### src/rtl/smile_window_counter.sv
// Counts rising edges of the "01" detector's smile output over programmable
// back-to-back windows and hands each window count to a valid/ready consumer.
module smile_window_counter #(
  parameter int unsigned CNT_W = 8,
  parameter int unsigned WIN_W = 16
) (
  input  logic             clk_in,
  input  logic             rst_in,
  input  logic             smile_in,
  input  logic             enable_in,
  input  logic [WIN_W-1:0] win_len_in,
  output logic [CNT_W-1:0] report_data_out,
  output logic             report_valid_out,
  input  logic             report_ready_in,
  output logic             report_overrun_out,
  input  logic             overrun_clr_in
);

  localparam logic [0:0] ST_IDLE  = 1'b0;
  localparam logic [0:0] ST_COUNT = 1'b1;

  logic [0:0]       state_q, state_d;
  logic             smile_q;
  logic [CNT_W-1:0] acc_q, acc_d;
  logic [WIN_W-1:0] win_q, win_d;
  logic [CNT_W-1:0] data_q, data_d;
  logic             valid_q, valid_d;
  logic             ovr_q, ovr_d;

  logic             evt;
  logic             close;
  logic [CNT_W-1:0] acc_inc;
  logic [WIN_W-1:0] win_load;

  assign evt      = smile_in & ~smile_q;
  assign acc_inc  = (evt && (acc_q != '1)) ? acc_q + CNT_W'(1) : acc_q;
  assign win_load = (win_len_in == '0) ? WIN_W'(1) : win_len_in;
  // Enable low has priority over the terminal cycle, so close requires enable.
  assign close    = (state_q == ST_COUNT) && enable_in && (win_q == WIN_W'(1));

  always_comb begin
    state_d = state_q;
    acc_d   = acc_q;
    win_d   = win_q;
    case (state_q)
      ST_IDLE: begin
        acc_d = '0;
        if (enable_in) begin
          win_d   = win_load;
          state_d = ST_COUNT;
        end
      end
      default: begin
        if (!enable_in) begin
          acc_d   = '0;
          win_d   = '0;
          state_d = ST_IDLE;
        end else if (close) begin
          acc_d = '0;
          win_d = win_load;
        end else begin
          acc_d = acc_inc;
          win_d = win_q - WIN_W'(1);
        end
      end
    endcase
  end

  always_comb begin
    data_d  = data_q;
    valid_d = valid_q;
    ovr_d   = ovr_q;
    if (overrun_clr_in) ovr_d = 1'b0;
    if (close) begin
      if (!valid_q || report_ready_in) begin
        data_d  = acc_inc;
        valid_d = 1'b1;
      end else begin
        ovr_d = 1'b1;
      end
    end else if (valid_q && report_ready_in) begin
      valid_d = 1'b0;
    end
  end

  always_ff @(posedge clk_in or posedge rst_in) begin
    if (rst_in) begin
      state_q <= ST_IDLE;
      smile_q <= 1'b0;
      acc_q   <= '0;
      win_q   <= '0;
      data_q  <= '0;
      valid_q <= 1'b0;
      ovr_q   <= 1'b0;
    end else begin
      state_q <= state_d;
      smile_q <= smile_in;
      acc_q   <= acc_d;
      win_q   <= win_d;
      data_q  <= data_d;
      valid_q <= valid_d;
      ovr_q   <= ovr_d;
    end
  end

  assign report_data_out    = data_q;
  assign report_valid_out   = valid_q;
  assign report_overrun_out = ovr_q;

endmodule

### config.mk
export PLATFORM = sky130hd
export DESIGN_NAME = smile_window_counter
export DESIGN_NICKNAME = d
export VERILOG_FILES = /design/src/rtl/smile_window_counter.sv
export SDC_FILE = /design/constraint.sdc
export NUM_CORES = 1
export LEC_CHECK = 0
export CAP_MARGIN = 5
export CELL_PAD_IN_SITES_DETAIL_PLACEMENT = 1
export CELL_PAD_IN_SITES_GLOBAL_PLACEMENT = 2
export CORE_MARGIN = 8
export CORE_UTILIZATION = 25
export DETAILED_ROUTE_END_ITERATION = 7
export PLACE_DENSITY_LB_ADDON = 0.08
export SLEW_MARGIN = 20
export SYNTH_ARGS = -nofsm -noshare
export SYNTH_HDL_FRONTEND = slang
export SYNTH_SLANG_ARGS = --single-unit
### constraint.sdc
create_clock -name clk_in -period 2.4 [get_ports clk_in]
set_input_delay 0.24 -clock clk_in [delete_from_list [all_inputs] [get_ports clk_in]]
set_output_delay 0.24 -clock clk_in [all_outputs]
set_load 0.05 [all_outputs]
* After elaboration in Yosys (flattened, before gate mapping)
Index checks and enable logic that the tools add are counted.
** Storage, ports and cells
- Output and inout bits :: 10
- Flip-flop bits (word level) :: 36
- Input bits :: 22
- Logic and storage cells :: 41
** Operators by class
- Equality and inequality tests :: 3
- $add $sub $neg :: 2
- Reductions and logical operators :: 11
- Bitwise operators :: 2
- Mux-type cells :: 16
** Operator list (count)
- 16-bit two-way mux :: 5
- 8-bit two-way mux :: 4
- 16-bit by 1-bit equality test with 1-bit output (second input constant) :: 1
- 16-bit logical NOT :: 1
- 16-bit by 1-bit subtractor with 16-bit output (second input constant) :: 1
- 8-bit by 1-bit adder with 8-bit output (second input constant) :: 1
- 8-bit inequality test (second input constant) :: 1
- 1-bit two-way mux :: 7
- 1-bit logical AND :: 4
- 2-bit AND reduction :: 2
- 2-bit nonzero test :: 2
- 2-bit by 1-bit inequality test with 1-bit output (second input constant) :: 1
- 1-bit AND :: 1
- 1-bit logical NOT :: 1
- 1-bit logical OR :: 1
- 1-bit inverter :: 1

* Logic depth before layout (Yosys ltp)
- Depth after elaboration :: 7
- Mapped depth :: 9
- Mapped depth without buffers :: 7

* Worst setup path after synthesis
Ideal clock, no wire load.
- Kind :: register to register
- Start :: register win_q[1]
- End :: register win_q[5]
- Library setup time :: 0.126 ns
- Path slack :: 0.189 ns
- Buffers on the path :: 1
- Stages on the path, launching flop included :: 9
- Arrival time :: 2.085 ns
- Data required time :: 2.274 ns
- Period minus slack after synthesis :: 2.211 ns
- Cell sequence :: dfrtp_1 > inv_1 > ha_1 > or4b_2 > nor4_4 > or2b_2 > buf_6 > nor2_1 > a221o_1
** Between the ends
- Word-level cells in the longest chain between the ends :: 5
- Elaborated cells on any way between the ends :: 6
- Those cells by class :: add/sub: 1; eq/ne: 1; mux: 3; reduce/logical: 1
** Ends and longest elaborated chain
- start: declaration :: line 25 : logic [WIN_W-1:0] win_q, win_d;
- start signal: assignment :: line 99 : win_q <= win_d;
- branches (longest 2 deep; another with 16-bit by 1-bit subtractor with 16-bit output)
- 16-bit two-way mux * :: line 58 : end else if (close) begin
- 16-bit two-way mux * :: line 54 : if (!enable_in) begin
- 16-bit two-way mux * :: line 45 : case (state_q)
Every way passes the cells marked *.
A chain may end at the register's enable or synchronous reset.

* Worst setup path in the final report
- Start :: register win_q[1]
- End :: register win_q[9]
Same word-level chain as after synthesis.

==> impl_results.md <==
- CTS tree: done
- Maximum vdd drop: roughly 0.00024 V
- DRT Wirelength: about 6 mm
- CP Class: flip-flop to flip-flop
- Worst EP arrival: between 2 and 2.5 ns
- Share of cells above drive strength 1: ~15%
- DP Area: around 2500 µm²
- Setup slack after layout: 0.111 ns
- Vias in the first global route: roughly 1900
- Seq/Total Area, Yosys: between 40% and 50%
- Ys async rst share: 100%
- Synthesized area per cell: 9.38 µm²
- Gpl congestion: 0.763
- Syn Nets: 232
- Placement row count: 32
- Layout Skew: approximately 0.0077 ns
- WP depth: 6
- Crit end category: flip-flop
- #FFs+latches synth: 36
- Placeable core area: between 7000 and 8000 µm²
- DIE HEIGHT: 104 µm
- Critical Path RT: ~2.6 ns
- Worst-skew pair later-pin latency: around 0.29 ns
- Post-synthesis mux area share: under 10%
- Initial Util: roughly 26%
- IO Count: 32
- Leakage: roughly 1.1 nW
- Fmax: between 0.4 and 0.5 GHz
- CTS buffer count: 5
- H-tree levels: 2
- Mapped Area: about 2000 µm²
- Horiz. Die Dim: around 100 µm
- Worst setup endpoint: win_q[9]$_DFFE_PP0P_
- Top cells by area, synth: dfrtp_1 (46%), o21ai_1 (4.1%), nand2_1 (3.7%), nor2_1 (3.7%), a221o_1 (3.1%)
- Worst Path Buf+Inv: 1
- First-pass GRT wire length: 10.1 mm
- Critical path peak fanout: 4
- Design Area, Final: 2650 µm²
- Synth Instances: around 210
- Post-CTS Hold Fix Bufs: 0
- Area Overhead vs Synth: 36.3%
- DRC: 0
- Final std cells w/o fill: between 300 and 400
- Final worst path period share: around 95%
- Nets@finish: around 290
- Slew headroom: 65.9%
- Area of the die: ~11000 µm²
- Dpl hpwl: about 4.4 mm
- Worst path slowest cell: or4_1
- Worst Setup SP: win_q[1]$_DFFE_PP0P_
- Fin Hold WS: 0.362 ns
- Simple logic cell fraction of the synthesized area: about a quarter
- CTS Root Buffer Type: clkbuf_8
- Fin Setup TNS: 0 ns
- # port buffers: 31
- Max stage delay on crit path: ~0.57 ns
- Main synth FF type: dfrtp_1
- Unrepaired setup endpoints after global routing: false
- GR Overflow Total: 0
- DR vias: roughly 1700
- Vias per inst: roughly 4.8
- Crit path max-delay family: simple AND/OR/NAND/NOR gates
- Run status: completed
- Pre-CTS setup slack: -0.0443 ns
- Final Core Density: about a third
- Max Slew Vio Count: 0
- Dpl cells: approximately 350
- Hold Crit Class: input pin to async pin
- CP startpoint kind: flip-flop
- Synth top area share: a little under half
- Synth area leader: dfrtp_1
- CTS Sinks: 36
- Most Frequent Cell on Critical Path: or4_1
- Pin count of the biggest net entering global routing: 37
- MaxCap Viol Count: 0
- PwrDens: 588 nW/µm²
- Final hold vios: 0
- Critical path cell sequence: buf_4, or4_1, or4_1, nor3_1, o21ai_1, a221o_1
- Post-synth EDFFs: 0
- Reg-to-reg startpoint: win_q[1]$_DFFE_PP0P_
- Count of different cell masters after synthesis: between 40 and 50
- Antenna-violating nets left: 0
- Worst slew pin tran: approximately 0.5 ns
- R2R Setup Slk: 0.11 ns
- Final setup viols: 0
- ANT cells: 0
- Worst reg2reg path depth: 6
- Fin crit period: around 2.3 ns
- Total chip power: roughly 1.6 mW
- Initial antenna violation count: 0
- Compound-cell area share of the yosys netlist: around a fifth
- Adder-cell share of the synthesized area: 1.93%
- Main combinational cell family by area after synthesis: simple AND/OR/NAND/NOR gates
- Clock transition at path regs: ~0.08 ns
- Xor and xnor fraction of the mapped netlist area: 2.26%
- Wirelength per Cell: roughly 17 µm
- Initial drt markers: 28
- Deepest clock path buffer count: 2
- Reg2reg end: win_q[9]$_DFFE_PP0P_
- Syn. warnings: 0
- All-Layer GR Usage: a little under an eighth
- DR pass1 iterations: 4
[worst min-delay path by stage]
stage,slack (ns),cells past startpoint,to
floorplan,0.27,0,smile_q$_DFF_PP0_
global placement,0.47,2,report_data_out[2]$_DFFE_PP0P_
detailed placement,0.47,2,report_data_out[2]$_DFFE_PP0P_
CTS,0.38,3,report_valid_out$_DFFE_PP0P_
global route,0.41,3,report_data_out[2]$_DFFE_PP0P_
finish,0.36,3,report_data_out[2]$_DFFE_PP0P_
[synthesized netlist by cell type (3+ instances only)]
cell type and count:
nor4_1 6, a221o_1 6, and2_1 3, inv_1 11, nand3_1 4, o21ai_0 9, o21ai_1 16, or4_1 5
nor2_1 19, nor2b_1 3, dfrtp_1 36, o211ai_1 4, nand2_1 19, a21o_1 3, a21oi_1 3, a211oi_1 3
mux2i_1 3, xnor2_1 4, buf_2 5, nor3_1 8, ha_1 3
[metal layers]
layer	vias up	wire (µm)	global-route usage, %
li1	860	-	-
met1	841	2770	14.1
met2	22	3020	19.3
met3	7	161	2.54
met4	0	64	3.31
met5	-	0	0
[worst register-to-register path: stages, from the launching register on]
cell	delay, ns
dfrtp_1	0.38
buf_4	0.14
or4_1	0.57
or4_1	0.49
nor3_1	0.18
o21ai_1	0.08
a221o_1	0.34
[report_power, final]
group,internal (mW),leakage [nW],total [mW],switching [mW]
sequential,0.643,0.481,0.680,0.0371
clock,0.309,0.0552,0.544,0.235
combinational,0.163,0.594,0.333,0.170
[layout make-up]
class | count | area (µm²)
flip-flops and latches | 36 | 901
inverters | 11 | 41.3
well taps | 102 | 128
multi-input cells | 153 | 978
clock buffers | 6 | 72.6
fillers | 898 | 4960
clock inverters | 2 | 35.0
repair buffers | 53 | 492
[cells by family (layout without fill, tap and decap cells)]
logic type | Yosys count | count (layout)
XOR/XNOR | 5 | 5
flip-flops | 36 | 36
adder cells (fa/ha/maj) | 3 | 3
multiplexers | 3 | 3
AO/OA/AOI/OAI | 56 | 56
AND/OR/NAND/NOR | 85 | 86
buffers and inverters | 19 | 72
[sequential cells by signal, summed over array words and instances (netlist names)]
name	count
win_q	16
report_valid_out	1
report_data_out	8
report_overrun_out	1
smile_q	1
state_q	1
acc_q	8
[cells in the final DEF (no fill, tap or decap), types with 2 or more instances in the layout]
master / synthesis / routed
or4_1: 5 / 4
o21a_1: 2 / 2
xnor2_1: 4 / 4
dfrtp_1: 36 / 36
nand3_1: 4 / 4
a21o_1: 3 / 3
a21oi_1: 3 / 3
nor2b_1: 3 / 3
nand4_1: 2 / 2
nand2b_1: 2 / 2
a32o_1: 2 / 2
a221o_1: 6 / 6
o22ai_1: 2 / 2
nor2_1: 19 / 19
ha_1: 3 / 3
mux2i_1: 3 / 3
nand2_1: 19 / 19
nor3_1: 8 / 8
clkdlybuf4s50_1: 0 / 31
clkbuf_8: 0 / 5
nor4_1: 6 / 6
inv_1: 11 / 11
o211ai_1: 4 / 4
o21ai_0: 9 / 9
and2_1: 3 / 3
a211oi_1: 3 / 3
buf_4: 1 / 20
o21ai_1: 16 / 16
a31oi_1: 2 / 2
a22o_1: 2 / 2
[repair_timing]
action,in CTS,in global routing
cloned,0,1
pin swaps,1,1
endpoints found under the setup margin,15,5
gates resized for setup,2,3
buffers inserted,0,2
Note: power is estimated with default switching activity, not from simulation.
